===== config.mk =====
export PLATFORM = sky130hd
export DESIGN_NAME = imem_loader
export DESIGN_NICKNAME = d
export VERILOG_FILES = /design/src/rtl/imem_loader.sv
export SDC_FILE = /design/constraint.sdc
export NUM_CORES = 1
export LEC_CHECK = 0
export ABC_AREA = 1
export CAP_MARGIN = 30
export CORE_ASPECT_RATIO = 1.2
export CORE_MARGIN = 8
export CORE_UTILIZATION = 45
export CTS_BUF_LIST = sky130_fd_sc_hd__clkbuf_8
export DETAILED_ROUTE_END_ITERATION = 7
export HOLD_SLACK_MARGIN = 0.15
export MAX_ROUTING_LAYER = met4
export PLACE_DENSITY = 0.65
export SKIP_LAST_GASP = 1
export SYNTH_ARGS = -nofsm -noshare
export SYNTH_HDL_FRONTEND = slang
export SYNTH_SLANG_ARGS = --single-unit

===== constraint.sdc =====
create_clock -name clk -period 3.3 [get_ports clk]
set_clock_uncertainty 0.1 [all_clocks]
set_input_delay 0.33 -clock clk [delete_from_list [all_inputs] [get_ports clk]]
set_output_delay 0.33 -clock clk [all_outputs]
set_load 0.02 [all_outputs]

===== src/rtl/imem_loader.sv =====
`timescale 1ns/1ps
// Serial loader for the instruction memory: parses a framed, checksummed byte stream,
// writes big-endian words from address 0 and releases the processor reset on success.
module imem_loader #(
  parameter int unsigned ADDR_W  = 8,
  parameter int unsigned TIMEOUT = 1000
) (
  input  logic              clk,
  input  logic              rstd,
  input  logic              in_valid,
  input  logic [7:0]        in_data,
  output logic              in_ready,
  output logic              imem_we,
  output logic [ADDR_W-1:0] imem_addr,
  output logic [31:0]       imem_wdata,
  output logic              cpu_rstd,
  output logic              busy,
  output logic              done,
  output logic              err,
  output logic [1:0]        err_code,
  output logic [ADDR_W:0]   word_count
);

  localparam int unsigned TmoW     = $clog2(TIMEOUT + 1);
  localparam logic [16:0] MaxWords = 17'(1 << ADDR_W);
  localparam logic [7:0]  SyncByte = 8'hA5;

  typedef enum logic [2:0] {StIdle, StLen0, StLen1, StData, StSum, StDone, StErr} state_e;

  state_e            r_state, w_state_nxt;
  logic [7:0]        r_len_hi, w_len_hi_nxt;
  logic [16:0]       r_len, w_len_nxt;
  logic [1:0]        r_byte_cnt, w_byte_cnt_nxt;
  logic [23:0]       r_asm, w_asm_nxt;
  logic [7:0]        r_sum, w_sum_nxt;
  logic [TmoW-1:0]   r_tmo, w_tmo_nxt;
  logic              r_we, w_we_nxt;
  logic [ADDR_W-1:0] r_addr, w_addr_nxt;
  logic [31:0]       r_wdata, w_wdata_nxt;
  logic [1:0]        r_err_code, w_err_code_nxt;
  logic [ADDR_W:0]   r_word_count, w_word_count_nxt;
  logic              r_busy, r_done, r_err, r_cpu_rstd;

  logic              w_accept;
  logic              w_in_frame;
  logic [16:0]       w_len_rx;
  logic [7:0]        w_sum_add;

  assign in_ready = (r_state != StDone);

  always_comb begin
    w_state_nxt      = r_state;
    w_len_hi_nxt     = r_len_hi;
    w_len_nxt        = r_len;
    w_byte_cnt_nxt   = r_byte_cnt;
    w_asm_nxt        = r_asm;
    w_sum_nxt        = r_sum;
    w_tmo_nxt        = '0;
    w_we_nxt         = 1'b0;
    w_addr_nxt       = r_addr;
    w_wdata_nxt      = r_wdata;
    w_err_code_nxt   = r_err_code;
    w_word_count_nxt = r_word_count;

    w_accept   = in_valid && in_ready;
    w_in_frame = r_state inside {StLen0, StLen1, StData, StSum};
    w_len_rx   = {1'b0, r_len_hi, in_data};
    w_sum_add  = r_sum + in_data;

    if (w_in_frame && !w_accept && (32'(r_tmo) != TIMEOUT)) begin
      w_tmo_nxt = r_tmo + TmoW'(1);
    end

    case (r_state)
      StIdle, StErr: begin
        if (w_accept && (in_data == SyncByte)) begin
          w_state_nxt    = StLen0;
          w_err_code_nxt = 2'd0;
        end
      end
      StLen0: begin
        if (w_accept) begin
          w_len_hi_nxt = in_data;
          w_state_nxt  = StLen1;
        end
      end
      StLen1: begin
        if (w_accept) begin
          if ((w_len_rx == 17'd0) || (w_len_rx > MaxWords)) begin
            w_state_nxt    = StErr;
            w_err_code_nxt = 2'd1;
          end else begin
            w_state_nxt      = StData;
            w_len_nxt        = w_len_rx;
            w_word_count_nxt = '0;
            w_byte_cnt_nxt   = 2'd0;
            w_sum_nxt        = 8'd0;
          end
        end
      end
      StData: begin
        if (w_accept) begin
          w_sum_nxt      = w_sum_add;
          w_asm_nxt      = {r_asm[15:0], in_data};
          w_byte_cnt_nxt = r_byte_cnt + 2'd1;
          if (r_byte_cnt == 2'd3) begin
            w_we_nxt         = 1'b1;
            w_addr_nxt       = r_word_count[ADDR_W-1:0];
            w_wdata_nxt      = {r_asm, in_data};
            w_word_count_nxt = r_word_count + 1'b1;
            if ((17'(r_word_count) + 17'd1) == r_len) begin
              w_state_nxt = StSum;
            end
          end
        end
      end
      StSum: begin
        if (w_accept) begin
          if (w_sum_add == 8'd0) begin
            w_state_nxt = StDone;
          end else begin
            w_state_nxt    = StErr;
            w_err_code_nxt = 2'd2;
          end
        end
      end
      StDone: ;
      default: w_state_nxt = StIdle;
    endcase

    // Idle-cycle limit reached inside a frame: abort regardless of the decoded path.
    if (w_in_frame && !w_accept && ((32'(r_tmo) + 32'd1) >= TIMEOUT)) begin
      w_state_nxt    = StErr;
      w_err_code_nxt = 2'd3;
      w_tmo_nxt      = '0;
    end
  end

  always_ff @(posedge clk or negedge rstd) begin
    if (!rstd) begin
      r_state      <= StIdle;
      r_len_hi     <= '0;
      r_len        <= '0;
      r_byte_cnt   <= '0;
      r_asm        <= '0;
      r_sum        <= '0;
      r_tmo        <= '0;
      r_we         <= 1'b0;
      r_addr       <= '0;
      r_wdata      <= '0;
      r_err_code   <= '0;
      r_word_count <= '0;
      r_busy       <= 1'b0;
      r_done       <= 1'b0;
      r_err        <= 1'b0;
      r_cpu_rstd   <= 1'b0;
    end else begin
      r_state      <= w_state_nxt;
      r_len_hi     <= w_len_hi_nxt;
      r_len        <= w_len_nxt;
      r_byte_cnt   <= w_byte_cnt_nxt;
      r_asm        <= w_asm_nxt;
      r_sum        <= w_sum_nxt;
      r_tmo        <= w_tmo_nxt;
      r_we         <= w_we_nxt;
      r_addr       <= w_addr_nxt;
      r_wdata      <= w_wdata_nxt;
      r_err_code   <= w_err_code_nxt;
      r_word_count <= w_word_count_nxt;
      r_busy       <= w_state_nxt inside {StLen0, StLen1, StData, StSum};
      r_done       <= (w_state_nxt == StDone);
      r_err        <= (w_state_nxt == StErr);
      r_cpu_rstd   <= (w_state_nxt == StDone);
    end
  end

  assign imem_we    = r_we;
  assign imem_addr  = r_addr;
  assign imem_wdata = r_wdata;
  assign cpu_rstd   = r_cpu_rstd;
  assign busy       = r_busy;
  assign done       = r_done;
  assign err        = r_err;
  assign err_code   = r_err_code;
  assign word_count = r_word_count;

endmodule


After elaboration in Yosys (flattened, before gate mapping) --
Cells that the tools add are included.
Operators by class: add/sub/neg operators 6, equality and inequality tests 26, muxes and demuxes 36, bitwise gates (word level) 1, reduce and logical (&&, ||, !) cells 22, magnitude comparators 2
Operators with widths (number):
- $mux W9 | 4
- $mux W3 | 9
- $mux W8 | 3
- $mux W10 | 2
- $mux W2 | 10
- $eq A3 B3 Y1 const B | 6
- $pmux W3 S6 | 1
- $pmux W9 S2 | 1
- $eq A10 B16 Y1 | 1
- $gt A16 B9 Y1 const B | 1
- $logic_not A16 Y1 | 1
- $pmux W8 S2 | 1
- $eq A3 B2 Y1 const B | 4
- $reduce_bool A4 Y1 | 3
- $add A10 B1 Y11 const B | 1
- $ge A11 B10 Y1 const B | 1
- $add A10 B1 Y10 const B | 1
- $add A9 B1 Y10 const B | 1
- $ne A10 B10 Y1 const B | 1
- $add A9 B1 Y9 const B | 1
- $ne A3 B2 Y1 const B | 3
- $add A8 B8 Y8 | 1
- $eq A8 B8 Y1 const B | 1
- $logic_not A8 Y1 | 1
- 22 further kinds | 34
Storage, ports and cells: bits in registers 126, output and inout bits 57, logic and storage cells 108

Logic depth before layout (Yosys ltp) --
depth in word-level cells 9, depth in mapped cells 17, gate-level depth less buffers 17

Worst setup path before layout --
OpenSTA, ideal clock, no wires.
kind register -> register, start reg r_sum[0], end reg r_busy (netlist: busy), setup time 0.122 ns, cell stages (with the launch flop) 14, clock period less this slack 2.285 ns, slack 1.015 ns, buffers on the path 0, data arrival time 2.063 ns, cell sequence dfrtp_1 > ha_1 > fa_1 > or2_2 > nor2_1 > nand3_1 > nor2_1 > nand2_1 > nand2_1 > nand2_1 > nand2_1 > nand4_2 > nor3_1 > nor2_1
On the way: longest elaborated chain between the ends 8, elaborated cells on any way between the ends 11
RTL lines:
- start: declaration | line 35 | logic [7:0] r_sum, w_sum_nxt;
- start signal: assignment | line 163 | r_sum <= w_sum_nxt;
- $add A8 B8 Y8 * | line 68 | w_sum_add = r_sum + in_data;
- $logic_not A8 Y1 * | line 119 | if (w_sum_add == 8'd0) begin
- $mux W2 * | line 119
- $mux W3 * | line 118 | if (w_accept) begin
- $pmux W3 S6 * | line 74 | case (r_state)
- $mux W3 * | line 132 | if (w_in_frame && !w_accept && ((32'(r_tmo) + 32'd1) >= TIMEOUT)) begin
- named net w_state_nxt[1] | line 30 | state_e r_state, w_state_nxt;
- $eq A3 B1 Y1 (tied with other cells) | line 170 | r_busy <= w_state_nxt inside {StLen0, StLen1, StData, StSum};
- $reduce_bool A4 Y1 * | line 170
- end signal: assignment | line 170
- end: declaration | line 42 | logic r_busy, r_done, r_err, r_cpu_rstd;
Mark *: on every way through the listed nets, which the timed path passes. The rest lies on a longest branch. A chain may end at the register's enable or synchronous reset.

Final worst setup path --
Ends and elaborated chain as after synthesis.

==> flow_summary.yaml <==
clock_network:
  worstSkewPairLatency_ns: 0.45
  cts_buffers: 17
  cts.clk_slew.worst_paths_ns: 0.08
  cts-root-buf: "clkbuf_8"
  cts_buffer_depth: 2
  htree_levels: 4
  clkSinkCount: 126
  cts_tree: "built"
power_and_ir_drop:
  switching_share_pct: 36.56
  powerDensity_nw_per_um2: 815.4
  total_power_mw: 6.014
  vdd_drop_max_mv: 0.4347
  p_int_mw: 3.815
  p_leak_nw: 3.648
  comb_power_share_pct: 34.5
  pwr-share-seq_pct: 39.6
  power_switching_mw: 2.199
  clkPwrFrac_pct: 25.9
setup_path:
  start_kind: "register"
  cp_max_fo: 4
  endpoint_kind: "register"
  r2r_start: "r_sum[0]"
  worstSetupPathType: "reg -> reg"
  required_ns: 3.54
  critPathLaunch: "r_sum[0]"
  crit_arrival_ns: 2.73
synthesis:
  synthTopCellsByArea: "dfrtp_1, nand2_1, o21ai_0, inv_1, nand3_1"
  synthFlopType: "dfrtp_1"
  synth_area_um2: 6012
  ys_seq_elements: 126
  ys_warn_count: 0
  syn_inst: 740
  synth_area_per_cell_um2: 8.124
  seq_area_frac_synth_pct: 52.45
  synth.top_cell.area_share_pct: 52.45
  synthDistinctLibCells: 35
  ys_async_sr_fraction_pct: 100.0
  synth_top_area_cell: "dfrtp_1"
  synth_edf_count: 0
  syn_nets: 763
cells_and_area:
  mostFrequentLayoutCell: "nand2_1"
  multi_input_area_um2: 2357
  insertedDiodeCount: 0
  regArea_um2: 3153
  syn2layout_area_growth_pct: 22.68
  drive_gt1_share_pct: 7.869
  fillCellCount: 1241
  nets: 836
  final_cell_mix: "nand2_1, dfrtp_1, inv_1, o21ai_0, clkdlybuf4s50_1"
global_route:
  grtUsageTotal_pct: 18.17
  grt.overflow.total: 0
  grt_max_degree: 60
  antenna_found_initial: 0
  grt_pass1_wl_mm: 24.32
  grt_pass1_vias: 4960
route:
  num_vias: 4928
  drtIter0Drc: 345
  routedWlPerCell_um: 14.22
  drtAntennaViolNets: 0
  wl_mm: 14.14
  drcViolationCount: 0
  detail_route.vias_per_cell: 4.958
  dr.pass1.iters: 4
sta:
  hold_viol: 0
  final.setup.tns_ns: 0
  drv_slew: 0
  finalSetupViolCount: 0
  post-route-period-util_pct: 75.37
  slew_headroom_pct: 67.54
  worst_pin_slew_ns: 0.4864
  period_minus_slack_ns: 2.487
  fmax_mhz: 402.1
  rsz0062_at_grt: "false"
place:
  routabilityCongestion: 0.9002
  portBuffers: 67
  hpwlAfterDp_mm: 10.36
floorplan:
  core-area_um2: 13120
  initial_utilization_pct: 45.81
  die_area_um2: 17330
  num_rows: 46
  io-pin-count: 68
  dieWidth_um: 121.5
  die_y_um: 142.6
run_status:
  run_status: "finished clean"
hold_path:
  hold_path_class: "in -> async"
flow_run:
  max_cap_violations: 0
## path summary, 6_finish.rpt
check                                 end  slack, ns  cells past startpoint
setup / recovery                     busy       0.81                     13
hold / removal             imem_wdata[26]       0.22                      2
setup reg to reg                     busy       0.81                     13
hold reg to reg                 r_len[13]       0.37                      2
max in group asynchronous      r_state[0]       1.98                      4
min in group clk                r_len[13]       0.37                      2
## flip-flops by register name, summed over array words and instances (netlist names)
name        flops
busy            1
r_len          16
r_state         3
imem_we         1
r_tmo          10
r_sum           8
err             1
imem_wdata     32
cpu_rstd        1
err_code        2
r_asm          24
r_len_hi        8
word_count      9
imem_addr       8
r_byte_cnt      2
## power groups by stage
stage          registers [mW]  clock network (mW)  logic (mW)
2_1_floorplan            2.56                   0        1.09
6_report                 2.38                1.56        2.08
3_5_place_dp             2.41                   0        2.09
5_1_grt                  2.44                1.66        2.35
3_3_place_gp             2.40                   0        2.04
4_1_cts                  2.38                1.59        2.11
## final cells by class
type | count | area share, %
multi-input cells | 483 | 31.96
well taps | 168 | 2.850
inverters | 109 | 5.547
clock buffers | 18 | 3.359
flip-flops and latches | 126 | 42.75
repair buffers | 76 | 10.62
clock inverters | 14 | 2.918
## cells by family after synthesis
group,after synthesis,share of synthesized area (%)
buffers and inverters,131,8.345
XOR/XNOR,10,1.582
AO/OA/AOI/OAI,109,9.428
AND/OR/NAND/NOR,352,25.58
adder cells (fa/ha/maj),12,2.622
flip-flops,126,52.45
## metrics by stage
| stage | setup WS (ns) | utilization (%) | hold WS [ns] | area, um2 | instances |
|---|---|---|---|---|---|
| after CTS | 0.8282 | 56.21 | 0.2120 | 7376 | 994 |
| after global routing | 0.5715 | 56.21 | 0.2486 | 7376 | 994 |
| after floorplan | 1.015 | - | -0.06559 | 6012 | 740 |
| after global placement | 0.4584 | 52.18 | 0.3427 | 6848 | 958 |
| final | 0.8129 | 56.21 | 0.2215 | 7376 | 994 |
| after detailed placement | 0.4133 | 52.60 | 0.1529 | 6903 | 961 |
## critical path, cell delays in order (launching register included)
cell     delay [ns]
dfrtp_1        0.39
ha_1           0.20
fa_1           0.44
or2_2          0.31
nor2_1         0.11
nand3_1        0.08
nor2_1         0.09
nand2_1        0.08
nand2_1        0.09
nand2_1        0.07
nand2_1        0.07
nand4_2        0.13
nor3_1         0.16
nor2_1         0.07
## Yosys cell counts, drive strengths merged, types with 6 or more instances
cell type / count
nand3: 42
buf: 6
xor2: 8
ha: 11
nor2: 48
nand2: 230
nor3: 8
o21ai: 94
dfrtp: 126
a21oi: 7
clkbuf: 16
nand3b: 6
o31ai: 7
inv: 109
nand4: 11
## what timing repair did
action / CTS / global route
buffers inserted: 0 / 0
hold buffers: 1 / 0
endpoints found under the hold margin: 80 / 0
gates resized for setup: 0 / 0
## layer usage
| layer | vias to the layer above | part of all wire (%) | wire length, um | global-route usage, % |
|---|---|---|---|---|
| li1 | 2476 | - | - | - |
| met1 | 2337 | 47 | 6608 | 23.06 |
| met4 | 0 | 1.9 | 264 | 7.092 |
| met5 | - | 0 | 0 | - |
| met2 | 93 | 47 | 6663 | 27.64 |
| met3 | 22 | 4.2 | 598 | 4.228 |
No activity file was read; power rests on OpenSTA's default activity.
